## config.mk

```make
export PLATFORM = sky130hd
export DESIGN_NAME = klotski_move_sequencer
export DESIGN_NICKNAME = d
export VERILOG_FILES = /design/src/rtl/klotski_move_sequencer.sv
export SDC_FILE = /design/constraint.sdc
export NUM_CORES = 1
export LEC_CHECK = 0
export ABC_CLOCK_PERIOD_IN_PS = 6650
export BUFFER_PORTS_ARGS = -buffer_cell sky130_fd_sc_hd__buf_4
export CAP_MARGIN = 40
export CELL_PAD_IN_SITES_DETAIL_PLACEMENT = 1
export CELL_PAD_IN_SITES_GLOBAL_PLACEMENT = 2
export CORE_ASPECT_RATIO = 0.5
export CORE_MARGIN = 1.5
export CORE_UTILIZATION = 48
export CTS_BUF_LIST = sky130_fd_sc_hd__clkbuf_16
export CTS_CLUSTER_DIAMETER = 50
export DETAILED_ROUTE_END_ITERATION = 7
export MAX_ROUTING_LAYER = met4
export PLACE_DENSITY_LB_ADDON = 0.1
export SLEW_MARGIN = 30
export SYNTH_ARGS = -nofsm -noshare
export SYNTH_HDL_FRONTEND = slang
export SYNTH_SLANG_ARGS = --single-unit
```

## constraint.sdc

```tcl
create_clock -name i_Clk -period 6.65 [get_ports i_Clk]
set_input_delay 0.9975 -clock i_Clk [delete_from_list [all_inputs] [get_ports i_Clk]]
set_output_delay 0.9975 -clock i_Clk [all_outputs]
set_load 0.01 [all_outputs]
```

## src/rtl/klotski_move_sequencer.sv

```systemverilog
// Move queue and dispatcher feeding the Klotski block-movement stage.
// Issues queued moves one at a time, then waits for done and a settle gap before the next.
module klotski_move_sequencer #(
    parameter int DEPTH          = 16,
    parameter int SETTLE_CYCLES  = 2_500_000,
    parameter int TIMEOUT_CYCLES = 500_000_000
) (
    input  logic       i_Clk,
    input  logic       i_rst,
    input  logic       i_push,
    input  logic [4:0] i_push_start,
    input  logic [4:0] i_push_end,
    input  logic       i_go,
    input  logic       i_abort,
    input  logic       i_move_done,
    output logic       o_move_en,
    output logic [4:0] o_start_block,
    output logic [4:0] o_end_block,
    output logic       o_busy,
    output logic       o_all_done,
    output logic       o_empty,
    output logic       o_full,
    output logic [7:0] o_moves_done,
    output logic       o_err_move,
    output logic       o_err_timeout
);

    localparam int PTR_W = $clog2(DEPTH);
    localparam int CNT_W = PTR_W + 1;
    localparam int SET_W = $clog2(SETTLE_CYCLES + 1);
    localparam int TMO_W = $clog2(TIMEOUT_CYCLES + 1);

    typedef enum logic [1:0] {
        IDLE,
        ISSUE,
        WAIT_DONE,
        SETTLE
    } state_t;

    state_t             state_q, state_d;
    logic [9:0]         mem_q [DEPTH];
    logic [PTR_W-1:0]   rd_ptr_q, rd_ptr_d;
    logic [PTR_W-1:0]   wr_ptr_q, wr_ptr_d;
    logic [CNT_W-1:0]   count_q, count_d;
    logic               empty_q, empty_d;
    logic               full_q, full_d;
    logic               move_en_q, move_en_d;
    logic [4:0]         start_q, start_d;
    logic [4:0]         end_q, end_d;
    logic               all_done_q, all_done_d;
    logic [7:0]         moves_done_q, moves_done_d;
    logic               err_move_q, err_move_d;
    logic               err_timeout_q, err_timeout_d;
    logic               abort_pending_q, abort_pending_d;
    logic [SET_W-1:0]   settle_cnt_q, settle_cnt_d;
    logic [TMO_W-1:0]   tmo_cnt_q, tmo_cnt_d;

    logic [9:0]         head;
    logic               push_valid;
    logic               push_ok;
    logic               pop;
    logic               flush;

    assign head       = mem_q[rd_ptr_q];
    assign push_valid = (i_push_start <= 5'd19) && (i_push_end <= 5'd19) &&
                        (i_push_start != i_push_end);

    always_comb begin
        state_d         = state_q;
        move_en_d       = 1'b0;
        all_done_d      = 1'b0;
        start_d         = start_q;
        end_d           = end_q;
        moves_done_d    = moves_done_q;
        err_move_d      = err_move_q;
        err_timeout_d   = err_timeout_q;
        abort_pending_d = abort_pending_q;
        settle_cnt_d    = settle_cnt_q;
        tmo_cnt_d       = tmo_cnt_q;
        pop             = 1'b0;
        flush           = 1'b0;

        case (state_q)
            IDLE: begin
                if (i_abort) begin
                    flush = 1'b1;
                end else if (i_go) begin
                    err_move_d    = 1'b0;
                    err_timeout_d = 1'b0;
                    if (count_q != '0) begin
                        state_d      = ISSUE;
                        move_en_d    = 1'b1;
                        start_d      = head[9:5];
                        end_d        = head[4:0];
                        moves_done_d = 8'd0;
                    end else begin
                        all_done_d = 1'b1;
                    end
                end
            end
            ISSUE: begin
                pop = (count_q != '0);
                if (i_abort) begin
                    flush   = 1'b1;
                    state_d = IDLE;
                end else begin
                    state_d   = WAIT_DONE;
                    tmo_cnt_d = '0;
                end
            end
            WAIT_DONE: begin
                // Abort cannot drop the piece mid-move, so it only flags the run.
                if (i_abort) begin
                    flush           = 1'b1;
                    abort_pending_d = 1'b1;
                end
                if (i_move_done) begin
                    if (moves_done_q != 8'hFF) begin
                        moves_done_d = moves_done_q + 8'd1;
                    end
                    if (abort_pending_q || i_abort) begin
                        state_d         = IDLE;
                        abort_pending_d = 1'b0;
                    end else begin
                        state_d      = SETTLE;
                        settle_cnt_d = '0;
                    end
                end else if (tmo_cnt_q == TMO_W'(TIMEOUT_CYCLES - 1)) begin
                    flush           = 1'b1;
                    err_timeout_d   = 1'b1;
                    abort_pending_d = 1'b0;
                    state_d         = IDLE;
                end else begin
                    tmo_cnt_d = tmo_cnt_q + TMO_W'(1);
                end
            end
            SETTLE: begin
                if (i_abort) begin
                    flush   = 1'b1;
                    state_d = IDLE;
                end else if (settle_cnt_q == SET_W'(SETTLE_CYCLES - 1)) begin
                    if (count_q != '0) begin
                        state_d   = ISSUE;
                        move_en_d = 1'b1;
                        start_d   = head[9:5];
                        end_d     = head[4:0];
                    end else begin
                        state_d    = IDLE;
                        all_done_d = 1'b1;
                    end
                end else begin
                    settle_cnt_d = settle_cnt_q + SET_W'(1);
                end
            end
            default: state_d = IDLE;
        endcase

        // A pop in the same cycle frees the slot a full-queue push needs.
        push_ok = i_push && push_valid && !flush &&
                  ((count_q != CNT_W'(DEPTH)) || pop);
        if (i_push && !flush && !push_ok) begin
            err_move_d = 1'b1;
        end

        if (flush) begin
            rd_ptr_d = '0;
            wr_ptr_d = '0;
            count_d  = '0;
        end else begin
            rd_ptr_d = pop ? rd_ptr_q + PTR_W'(1) : rd_ptr_q;
            wr_ptr_d = push_ok ? wr_ptr_q + PTR_W'(1) : wr_ptr_q;
            count_d  = count_q + CNT_W'(push_ok) - CNT_W'(pop);
        end
        empty_d = (count_d == '0);
        full_d  = (count_d == CNT_W'(DEPTH));
    end

    always_ff @(posedge i_Clk) begin
        if (push_ok) begin
            mem_q[wr_ptr_q] <= {i_push_start, i_push_end};
        end
    end

    always_ff @(posedge i_Clk or posedge i_rst) begin
        if (i_rst) begin
            state_q         <= IDLE;
            rd_ptr_q        <= '0;
            wr_ptr_q        <= '0;
            count_q         <= '0;
            empty_q         <= 1'b1;
            full_q          <= 1'b0;
            move_en_q       <= 1'b0;
            start_q         <= 5'd0;
            end_q           <= 5'd0;
            all_done_q      <= 1'b0;
            moves_done_q    <= 8'd0;
            err_move_q      <= 1'b0;
            err_timeout_q   <= 1'b0;
            abort_pending_q <= 1'b0;
            settle_cnt_q    <= '0;
            tmo_cnt_q       <= '0;
        end else begin
            state_q         <= state_d;
            rd_ptr_q        <= rd_ptr_d;
            wr_ptr_q        <= wr_ptr_d;
            count_q         <= count_d;
            empty_q         <= empty_d;
            full_q          <= full_d;
            move_en_q       <= move_en_d;
            start_q         <= start_d;
            end_q           <= end_d;
            all_done_q      <= all_done_d;
            moves_done_q    <= moves_done_d;
            err_move_q      <= err_move_d;
            err_timeout_q   <= err_timeout_d;
            abort_pending_q <= abort_pending_d;
            settle_cnt_q    <= settle_cnt_d;
            tmo_cnt_q       <= tmo_cnt_d;
        end
    end

    assign o_move_en     = move_en_q;
    assign o_start_block = start_q;
    assign o_end_block   = end_q;
    assign o_busy        = (state_q != IDLE);
    assign o_all_done    = all_done_q;
    assign o_empty       = empty_q;
    assign o_full        = full_q;
    assign o_moves_done  = moves_done_q;
    assign o_err_move    = err_move_q;
    assign o_err_timeout = err_timeout_q;

endmodule

```

Yosys cells after proc, flatten, opt, wreduce, memory -nomap -nowiden --
Memories as Yosys holds them, arrays and structs flattened. Index checks and enable logic that the tools add are counted. Widths: inputs -> output; s select.
Storage, ports and cells: register bits after elaboration 91, latch bits 0, bits in writable memories 160, ROM bits 0, memories kept 1
Memory list:
- mem_q | depth 16, bits a word 10, rd ports 1, clocked after Yosys merged registers in 0, write ports 1, RTL line 41 | logic [9:0] mem_q [DEPTH];
Operators by class: add/subtract/negate cells 7, multiply operators 0, divide/modulo/power cells 0, order comparisons 2, equal/unequal tests 25, shift-type cells 0, muxes and demuxes 73, bitwise operators 0, reductions and logical operators 31
Operators with widths (count):
- $mux 22 | 4
- $mux 29 | 3
- $pmux 29 s2 | 1
- $mux 5 | 11
- $pmux 22 s2 | 1
- $mux 8 | 5
- $add 29x1->29 const B | 1
- $eq 29x29->1 const B | 1
- $mux 1 | 27
- $ne 2x2->1 const B | 13
- $add 22x1->22 const B | 1
- $eq 22x22->1 const B | 1
- $pmux 5 s2 | 2
- $reduce_and 5->1 | 4
- $mux 2 | 9
- $reduce_bool 2->1 | 9
- $mux 4 | 4
- $pmux 8 s2 | 1
- $le 5x5->1 const B | 2
- $add 4x1->4 const B | 2
- $add 8x1->8 const B | 1
- $ne 8x8->1 const B | 1
- $pmux 1 s2 | 4
- $pmux 2 s4 | 1
- other kinds (19) | 29

Logic depth before layout (Yosys ltp) --
depth in word-level cells 11, depth in mapped cells 16, gate-level depth less buffers 16

Worst setup path after synthesis --
OpenSTA, ideal clock, no wires.
path kind input -> register, start input i_push_start[3], end register full_q, in the netlist o_full, arrival time 3317 ps, data required time 6545 ps, slack 3228 ps, stages 13, cell sequence xor2_1 o41a_1 a21boi_0 inv_1 o21ai_0 ha_1 inv_1 fa_1 inv_1 a21oi_1 o21bai_1 xnor2_1 nor4b_1
On the way: word-level cells in the longest chain between the ends 10, elaborated cells between the ends (all ways) 11, classes of those cells add/sub (2); order compare (1); eq/ne (2); mux (1); reduce/logical (5)
RTL lines:
- start: declaration | RTL line 11 | input logic [4:0] i_push_start,
- $le 5x5->1 | RTL line 65 | assign push_valid = (i_push_start <= 5'd19) && (i_push_end <= 5'd19) &&
- $logic_and 1x1->1 | RTL line 65
- $logic_and 1x1->1 * | RTL line 65
- $logic_and 1x1->1 * (3 in series) | RTL line 159 | push_ok = i_push && push_valid && !flush &&
- $add 5x1->5 * | RTL line 172 | count_d = count_q + CNT_W'(push_ok) - CNT_W'(pop);
- $sub 5x1->5 * | RTL line 172
- $mux 5 * | RTL line 165 | if (flush) begin
- $eq 5x5->1 * | RTL line 175 | full_d = (count_d == CNT_W'(DEPTH));
- net full_d | RTL line 46 | logic full_q, full_d;
- end signal: assignment | RTL line 208 | full_q <= full_d;
- end: declaration | RTL line 46
The timed path passes the listed nets; every way through them passes the cells marked *. A chain may end at the register's enable or synchronous reset.

Worst setup path after layout --
start register tmo_cnt_q[0], end register full_q, in the netlist o_full
On the way: word-level cells in the longest chain between the ends 11
RTL lines:
- start: declaration | RTL line 56 | logic [TMO_W-1:0] tmo_cnt_q, tmo_cnt_d;
- start signal: assignment | RTL line 218 | tmo_cnt_q <= tmo_cnt_d;
- $eq 29x29->1 * | RTL line 128 | end else if (tmo_cnt_q == TMO_W'(TIMEOUT_CYCLES - 1)) begin
- $mux 1 * | RTL line 128
- $mux 1 * | RTL line 117 | if (i_move_done) begin
- $pmux 1 s2 * | RTL line 83 | case (state_q)
- $logic_not 1->1 | RTL line 159
- $logic_and 1x1->1 (2 in series) | RTL line 159
- $add 5x1->5 | RTL line 172
- $sub 5x1->5 | RTL line 172
- $mux 5 * | RTL line 165
- $eq 5x5->1 * | RTL line 175
- net full_d | RTL line 46
Marks and branches as above.

==> metrics.md <==
| Metric | Value |
|---|---|
| Final setup viols | 0 |
| Leak pwr | 4.65 nW |
| CTS Sinks | 251 |
| Post-synth EDFFs | between 150 and 200 |
| Wirelength per Cell | between 20 and 25 µm |
| CP required | 7080 ps |
| Pins Over Slew Limit | 0 |
| Placeable Area | 22800 µm² |
| DRT Pass-1 Iters | 4 |
| Mapped cell area | 11200 µm² |
| HPWL Detailed | 17100 µm |
| Total power | just over 4 mW |
| Fillers | 2228 |
| Synth top cells by count | edfxtp_1, dfrtp_1, nand2_1, mux4_2 |
| Grt total ovfl | 0 |
| Fin crit share | a little under three fifths |
| VDD IR max | between 200 and 300 µV |
| Area leader, netlist | edfxtp_1 |
| HP Class | in -> async |
| Maximum clock rate | ~270 MHz |
| Worst path bufs/invs | 2 |
| Crit path cell chain | ha_1, nand3_1, nor4_1, a21oi_1, nand3_1, o21ai_0, ha_1, inv_1, fa_1, inv_1, a21oi_1, o21bai_1, xnor2_1, nor4b_1 |
| I/O Pins | between 40 and 50 |
| #FFs+latches synth | 251 |
| Clk pin slew, worst setup/hold paths | 70 ps |
| Total number of vias | between 6000 and 7000 |
| Share of the synthesized area in the top cell type | 42.9% |
| RR Startpoint | tmo_cnt_q[0] |
| Dominant synthesized flop cell | edfxtp_1 |
| Routed WL | 26900 µm |
| # nets final | just under 900 |
| Vias in the first global route | ~7600 |
| Die H | 111 µm |
| Max Cap Violations | 0 |
| CTS tree | done |
| # rows | 39 |
| Post-synth ARST share | 36.3% |
| Final Hold Viols | 0 |
| Syn Nets | ~830 |
| Largest net degree at the start of global routing | 78 |
| Synth Instances | 799 |
| Die width | 219 µm |
| Slowest library cell on the worst path | nand3_1 |
| Die ar. | between 20000 and 25000 µm² |
| N_diodes | 0 |
| Slew of the pin with the lowest slew margin | 821 ps |
| Total CTS buffers | 23 |
| Crit path max-delay family | simple AND/OR/NAND/NOR gates |
| Worst Setup End Kind | register |
| Slew HR | 45.1% |
| Setup WS pre-CTS | 2410 ps |
| # DRC | 0 |
| Startpoint types | register |
| Crit path DAT | 4180 ps |
| Cells taking the most area after synthesis | edfxtp_1, dfrtp_1, mux4_2 |
| Layout cells sized above 1 | 20.1% |
| Placer Congestion | 0.760 |
| R2r setup slk | 2890 ps |
| RSZ-0062 raised after global routing | no |
| Count leader, synth | edfxtp_1 |
| # hold bufs at CTS | 0 |
| Worst Skew | 12.1 ps |
| M1 GR Usage | 32.4% |
| First-pass GRT wire length | about 44000 µm |
| Reg-to-reg endpoint | o_full |
| Ys Warns | 0 |
| Clock period minus worst slack | between 3000 and 4000 ps |
| GR Layer Usage met3 | 4.58% |
| Initial drt markers | 425 |
| Final WS setup | roughly 2900 ps |
| GR Util All Layers | ~24% |
| IO Port Bufs | 40 |
| Vias per cell | 5.88 |
| Sequential share of the synthesized area | 63.2% |
| Worst r2r path cells | 14 |
| Post-Syn Area per Cell | 14.0 µm² |
| Initial antenna violation count | 0 |
| Most Crowded Layer GR | met2 |
| Maximum clock insertion buffer count | 3 |
| Critical path peak fanout | 17 |
| Met2 usage | 39.3% |
| Unique masters post-synth | 63 |
| Fin Setup TNS | 0 ps |
| PwrDens | 321 nW/µm² |
| Critical path type | reg -> reg |
| Root Buffer | clkbuf_16 |
| Clk_lat worst skew | 540 ps |
| Post-route antenna net violation count | 0 |
| Setup Fix Bufs, Post-CTS | 0 |
| Outcome | complete, no violations |
| PostCTS Resize Cnt | 0 |
| Layout area overhead | 13.9% |
| Initial cell density of the core | 49.1% |
| CTS H-tree lvls | 1 |
| Slowest stage delay, CP | 550 ps |
cell type report:
class / instances / area [µm²] / area share, %
timing repair buffer: 68 / 507 / 3.97
clock inverter: 19 / 189 / 1.48
inverter: 16 / 62.6 / 0.490
clock buffer: 23 / 576 / 4.51
tap: 307 / 384 / 3.01
sequential: 251 / 7090 / 55.5
multi-input combinational: 499 / 3960 / 31.0
worst reg2reg max path: stages (launching register included):
cell	delay, ps
dfrtp_1	410
ha_1	250
nand3_1	240
nor4_1	130
a21oi_1	300
nand3_1	550
o21ai_0	380
ha_1	230
inv_1	60
fa_1	390
inv_1	70
a21oi_1	50
o21bai_1	160
xnor2_1	120
nor4b_1	300
cell usage in the layout (no fill, tap or decap), types with 7 or more instances in the layout:
master and instances:
nor2b_1 8, inv_1 20, mux2i_1 12, mux2_2 11, or3_1 11, mux4_2 40
clkbuf_16 23, nand2b_1 14, o21ai_0 27, edfxtp_1 160, dfrtp_1 88, a31oi_1 7
a22oi_1 16, nor2_1 36, nand3_1 36, ha_1 18, nor4_1 7, nor3_1 17
nand2_1 63, xor2_1 18, xnor2_1 10, nor4b_1 8, nand4_1 18, o31ai_1 8
a21oi_1 34, buf_4 62
power by group:
group,internal (mW),total (mW),switching [mW]
clock network,0.758,1.36,0.602
logic,0.419,0.839,0.420
registers,1.76,1.90,0.139
total,2.94,4.10,1.16
per-layer routing:
layer	vias up	share of wire (%)	wire, µm
met5	-	0	0
met4	0	1.7	459
met3	36	5.8	1570
met2	152	49	13200
met1	3555	43	11700
li1	3211	-	-
state kept, by name, indices dropped and copies added, names as in the netlist, 2 cells and up:
name and flops:
wr_ptr_q 4, o_moves_done 8, rd_ptr_q 4, o_start_block 5, tmo_cnt_q 29, state_q 2, mem_q 160, count_q 5
o_end_block 5, settle_cnt_q 22
through the flow:
step                      utilization (%)  std cells  instance area [µm²]  hold WS, ps
after global routing                 55.9       1183                12800          380
after detailed placement             52.5       1140                12000          504
final                                55.9       1183                12800          393
after floorplan                         -        799                11200          471
after CTS                            55.8       1182                12800          377
after global placement               52.3       1134                11900          492
cells by family after synthesis:
logic type | count (synthesis) | synth area share, %
fa+ha+maj | 19 | 2.19
compound gates | 126 | 7.43
buf+inv | 49 | 1.72
xor+xnor | 28 | 2.19
simple gates | 261 | 12.8
flops | 251 | 63.2
mux | 65 | 10.4
worst max path at each step:
| stage | startpoint | endpoint | slack [ps] | depth (start not counted) |
|---|---|---|---|---|
| 2_1_floorplan | i_push_start[3] | o_full | 3230 | 13 |
| 3_3_place_gp | i_push_end[2] | o_full | 2550 | 14 |
| 3_5_place_dp | i_push_end[2] | o_full | 2410 | 14 |
| 4_1_cts | tmo_cnt_q[0] | o_full | 2860 | 14 |
| 5_1_grt | tmo_cnt_q[0] | o_full | 2560 | 14 |
| 6_report | tmo_cnt_q[0] | o_full | 2890 | 14 |
Note: power is estimated with default switching activity, not from simulation.
